`src/rtl/simple_counter.sv`:
```
// simple_counter: free-running up-counter with asynchronous active-low reset.
// Counts by STEP per clock up to MAX_COUNT, then wraps modulo MAX_COUNT+1
// (SATURATE=0) or holds at MAX_COUNT (SATURATE=1).
// Optional macro SIMPLE_COUNTER_TC_EN adds a registered terminal-count flag tc.
module simple_counter #(
  parameter int unsigned     WIDTH     = 7,
  parameter longint unsigned MAX_COUNT = (64'd1 << WIDTH) - 64'd1,
  parameter longint unsigned STEP      = 1,
  parameter bit              SATURATE  = 1'b0
) (
  input  logic             clk,
  input  logic             rst,
`ifdef SIMPLE_COUNTER_TC_EN
  output logic [0:WIDTH-1] out,
  output logic             tc
`else
  output logic [0:WIDTH-1] out
`endif
);

  // Reject out-of-range configurations at elaboration.
  if (WIDTH < 2 || WIDTH > 32) begin : g_bad_width
    $error("simple_counter: WIDTH=%0d outside 2..32", WIDTH);
  end
  if (MAX_COUNT < 1 || MAX_COUNT > ((64'd1 << WIDTH) - 64'd1)) begin : g_bad_max
    $error("simple_counter: MAX_COUNT=%0d outside 1..2**WIDTH-1", MAX_COUNT);
  end
  if (STEP < 1 || STEP > MAX_COUNT) begin : g_bad_step
    $error("simple_counter: STEP=%0d outside 1..MAX_COUNT", STEP);
  end

  // Arithmetic is done one bit wider so out+STEP cannot overflow silently.
  localparam logic [WIDTH:0]   MAX_W  = (WIDTH+1)'(MAX_COUNT);
  localparam logic [WIDTH:0]   STEP_W = (WIDTH+1)'(STEP);
  localparam logic [WIDTH:0]   WRAP_W = MAX_W + 1'b1;
  localparam logic [WIDTH-1:0] MAX_N  = WIDTH'(MAX_COUNT);

  logic [WIDTH-1:0] count_q, count_d;
  logic [WIDTH:0]   nxt;
  logic [WIDTH:0]   wrapped;

  // Next count: add STEP, then wrap modulo MAX_COUNT+1 or saturate.
  always_comb begin
    nxt     = {1'b0, count_q} + STEP_W;
    wrapped = nxt - WRAP_W;
    count_d = nxt[WIDTH-1:0];
    if (nxt > MAX_W) begin
      if (SATURATE) begin
        count_d = MAX_N;
      end else begin
        count_d = wrapped[WIDTH-1:0];
      end
    end
  end

  // Count register, cleared asynchronously while rst is low.
  always_ff @(posedge clk or negedge rst) begin
    if (!rst) begin
      count_q <= '0;
    end else begin
      count_q <= count_d;
    end
  end

  // count_q is [WIDTH-1:0]; out is [0:WIDTH-1]; MSB maps to out[0].
  assign out = count_q;

`ifdef SIMPLE_COUNTER_TC_EN
  logic tc_q, tc_d;

  // Terminal flag is registered alongside the count so it aligns with out.
  always_comb begin
    tc_d = (count_d == MAX_N);
  end

  // Terminal-count register, cleared with the counter.
  always_ff @(posedge clk or negedge rst) begin
    if (!rst) begin
      tc_q <= 1'b0;
    end else begin
      tc_q <= tc_d;
    end
  end

  assign tc = tc_q;
`endif

endmodule

```
`config.mk`:
```
export PLATFORM = sky130hd
export DESIGN_NAME = simple_counter
export DESIGN_NICKNAME = d
export VERILOG_FILES = /design/src/rtl/simple_counter.sv
export SDC_FILE = /design/constraint.sdc
export NUM_CORES = 1
export LEC_CHECK = 0
export ABC_AREA = 0
export CAP_MARGIN = 20
export CORE_AREA = 2 2 39 41
export CTS_CLUSTER_DIAMETER = 60
export DETAILED_ROUTE_END_ITERATION = 16
export DIE_AREA = 0 0 41 43
export PLACE_DENSITY_LB_ADDON = 0.15
export SYNTH_ARGS = -nofsm -noshare
export SYNTH_HDL_FRONTEND = slang
export SYNTH_SLANG_ARGS = --single-unit
```
`constraint.sdc`:
```
create_clock -name clk -period 1.8 [get_ports clk]
set_input_delay 0.54 -clock clk [delete_from_list [all_inputs] [get_ports clk]]
set_output_delay 0.54 -clock clk [all_outputs]
set_load 0.02 [all_outputs]
```
==> results by group <==
Status
  • Status: complete, no violations

GRT
  • Pin count of the biggest net entering global routing: 8
  • Gr usage total: 8.09%
  • Initial antenna violation count: 0
  • GR Overflow Total: 0
  • Vias in the first global route: 195
  • First-pass GRT wire length: ~860 um

Final layout
  • Net count reported at finish: 36
  • Share of layout cells above drive strength 1: between 10% and 20%
  • Area grow syn2layout: 47.7%
  • Fill count: 148
  • Most common cell after layout, fill and taps aside: dfrtp_1
  • Max FFs per register: 7
  • Commonest non-fill, non-tap cells in the layout: dfrtp_1, dlygate4sd2_1, xnor2_1, clkbuf_4
  • Utilization after layout: just under 30%
  • ANT cells: 0

Setup path
  • Buf+Inv Stages, Crit Path: 1
  • Kind of critical path: register to primary output
  • Critical path depth: 1
  • Setup crit end kind: primary output
  • Worst r2r path cells: 4
  • Critical path's largest stage delay: approximately 0.60 ns
  • Worst Path Required: 1.26 ns
  • Crit path launch type: register
  • Top Family by Delay on Critical Path: buffers and inverters
  • CP Cell Sequence: clkdlybuf4s50_1
  • Crit Path Max Fanout: 2
  • Worst path slowest cell: clkdlybuf4s50_1
  • Worst EP arrival: 1.19 ns

Timing
  • Max_slew headroom: a little under 80%
  • Unrepaired setup endpoints after global routing: no
  • Final period util: 96.4%
  • Setup TNS: 0 ns
  • Max Clock Freq: 576 MHz
  • Final min period: between 1.5 and 2 ns
  • # setup viols final: 0
  • Hold Vio Cnt, Final: 0
  • Final Max Slew Viols: 0
  • Skew final: ~0.00058 ns
  • Worst slew pin tran: 0.316 ns

Routing
  • Detail Route Antenna Nets: 0
  • Pre-antenna DRT Iters: 1
  • Remaining DRCs: 0
  • Vias per cell: between 3 and 4
  • WL/cell: between 9 and 10 um
  • Routed vias: between 150 and 200
  • Routed WL: about 460 um
  • Iteration-0 DRC count of the detailed router: 0

Synthesis
  • Yosys cell types: 9
  • Post-synthesis sequential area ratio: 64.2%
  • Mapped Cells: 19
  • Syn Area/Cell: between 10 and 15 um2
  • Dominant cell type by area after synthesis: dfrtp_1
  • Synth Register Bits: 7
  • Synth top area share: around 64%
  • Syn Nets: 22
  • Post-Synthesis Cell Area: between 200 and 300 um2
  • Synth warn: 0
  • Top post-synthesis cells by area: dfrtp_1, xnor2_1, xor2_1

Die
  • FP Rows: 14
  • Initial core utilization: between 10% and 20%
  • Die area: 1760 um2
  • Core area: around 1400 um2
  • Io pins: 9
  • Die Ht: approximately 43 um
  • Die width: 41 um

CTS
  • Num CTS Buffers: 3
  • Sink Count: 7
  • Root Driver: clkbuf_4
  • Post-CTS Hold Fix Bufs: 0
  • Htree depth: 1
  • CTS tree: done
  • Clock Pin Slew Worst Setup and Hold Paths: about 0.050 ns
  • Clk_lat worst skew: around 0.25 ns
  • Max clock buf depth: 2

Power and ir drop
  • Power per cell area: approximately 750 nW/um2
  • Worst vdd ir: ~0.26 mV
  • Leak: 0.209 nW

Placement
  • GPL Wtd Cong: 0.658
  • Buffers on Ports: 8

Hold path
  • Hold path depth: 1
  • Worst hold path class: register to register

Flow run
  • Max Cap Viol: 0
==> metal layers <==
layer | share of wire (%) | track usage, %
met4 | 3.9 | 8.00
met5 | 0 | 0
met2 | 40 | 9.06
met1 | 43 | 9.54
met3 | 12 | 5.24
==> cells by family (layout without fill, tap and decap cells) <==
group                    count (synthesis)  count (layout)  share of synthesized area [%]
flip-flops                               7               7                           64.2
buffers and inverters                    1              14                           1.37
XOR/XNOR                                 5               5                           16.1
adder cells (fa/ha/maj)                  1               1                           4.59
AND/OR/NAND/NOR                          5               5                           13.8
==> power breakdown <==
group / total (mW) / internal, mW / switching, mW / leakage [nW]
clock: 0.142 / 0.0845 / 0.0570 / 0.0150
combinational: 0.00482 / 0.00192 / 0.00290 / 0.111
sequential: 0.158 / 0.158 / 0 / 0.0833
==> worst paths after layout <==
kind	from	endpoint	slack [ns]
setup / recovery	out[6]	out[6]	0.07
hold / removal	out[0]	out[0]	0.46
setup reg to reg	out[6]	out[2]	0.62
hold reg to reg	out[0]	out[0]	0.46
max in group asynchronous	rst	out[5]	1.02
min in group asynchronous	rst	out[1]	0.55
==> cells in the mapped netlist <==
library cell  count
xnor2_1           3
and3_1            1
dfrtp_1           7
xor2_1            2
and3_4            1
nand3_1           2
inv_1             1
ha_1              1
nand3_2           1
==> final cells by class <==
class / count / area, um2 / area share [%]
multi-input cells: 11 / 93.8 / 23.3
flip-flops and latches: 7 / 175 / 43.5
inverters: 1 / 3.75 / 0.932
clock buffers: 4 / 26.3 / 6.52
well taps: 16 / 20.0 / 4.97
repair buffers: 9 / 83.8 / 20.8
==> what timing repair did <==
action                     CTS  global route
gates resized for setup      5             1
setup endpoints to repair    5             1
pin swaps                    0             0
setup buffers                0             0
==> metrics by stage <==
stage	setup slack [ns]	cells	total power [mW]	instance area, um2	hold slack, ns
2_1_floorplan	0.584	19	0.160	273	0.244
3_3_place_gp	0.223	44	0.165	380	0.459
3_5_place_dp	0.221	44	0.165	380	0.473
4_1_cts	0.0303	48	0.312	400	0.480
5_1_grt	0.00884	48	0.329	403	0.485
6_report	0.0651	48	0.304	403	0.462
No activity file was read; power rests on OpenSTA's default activity.
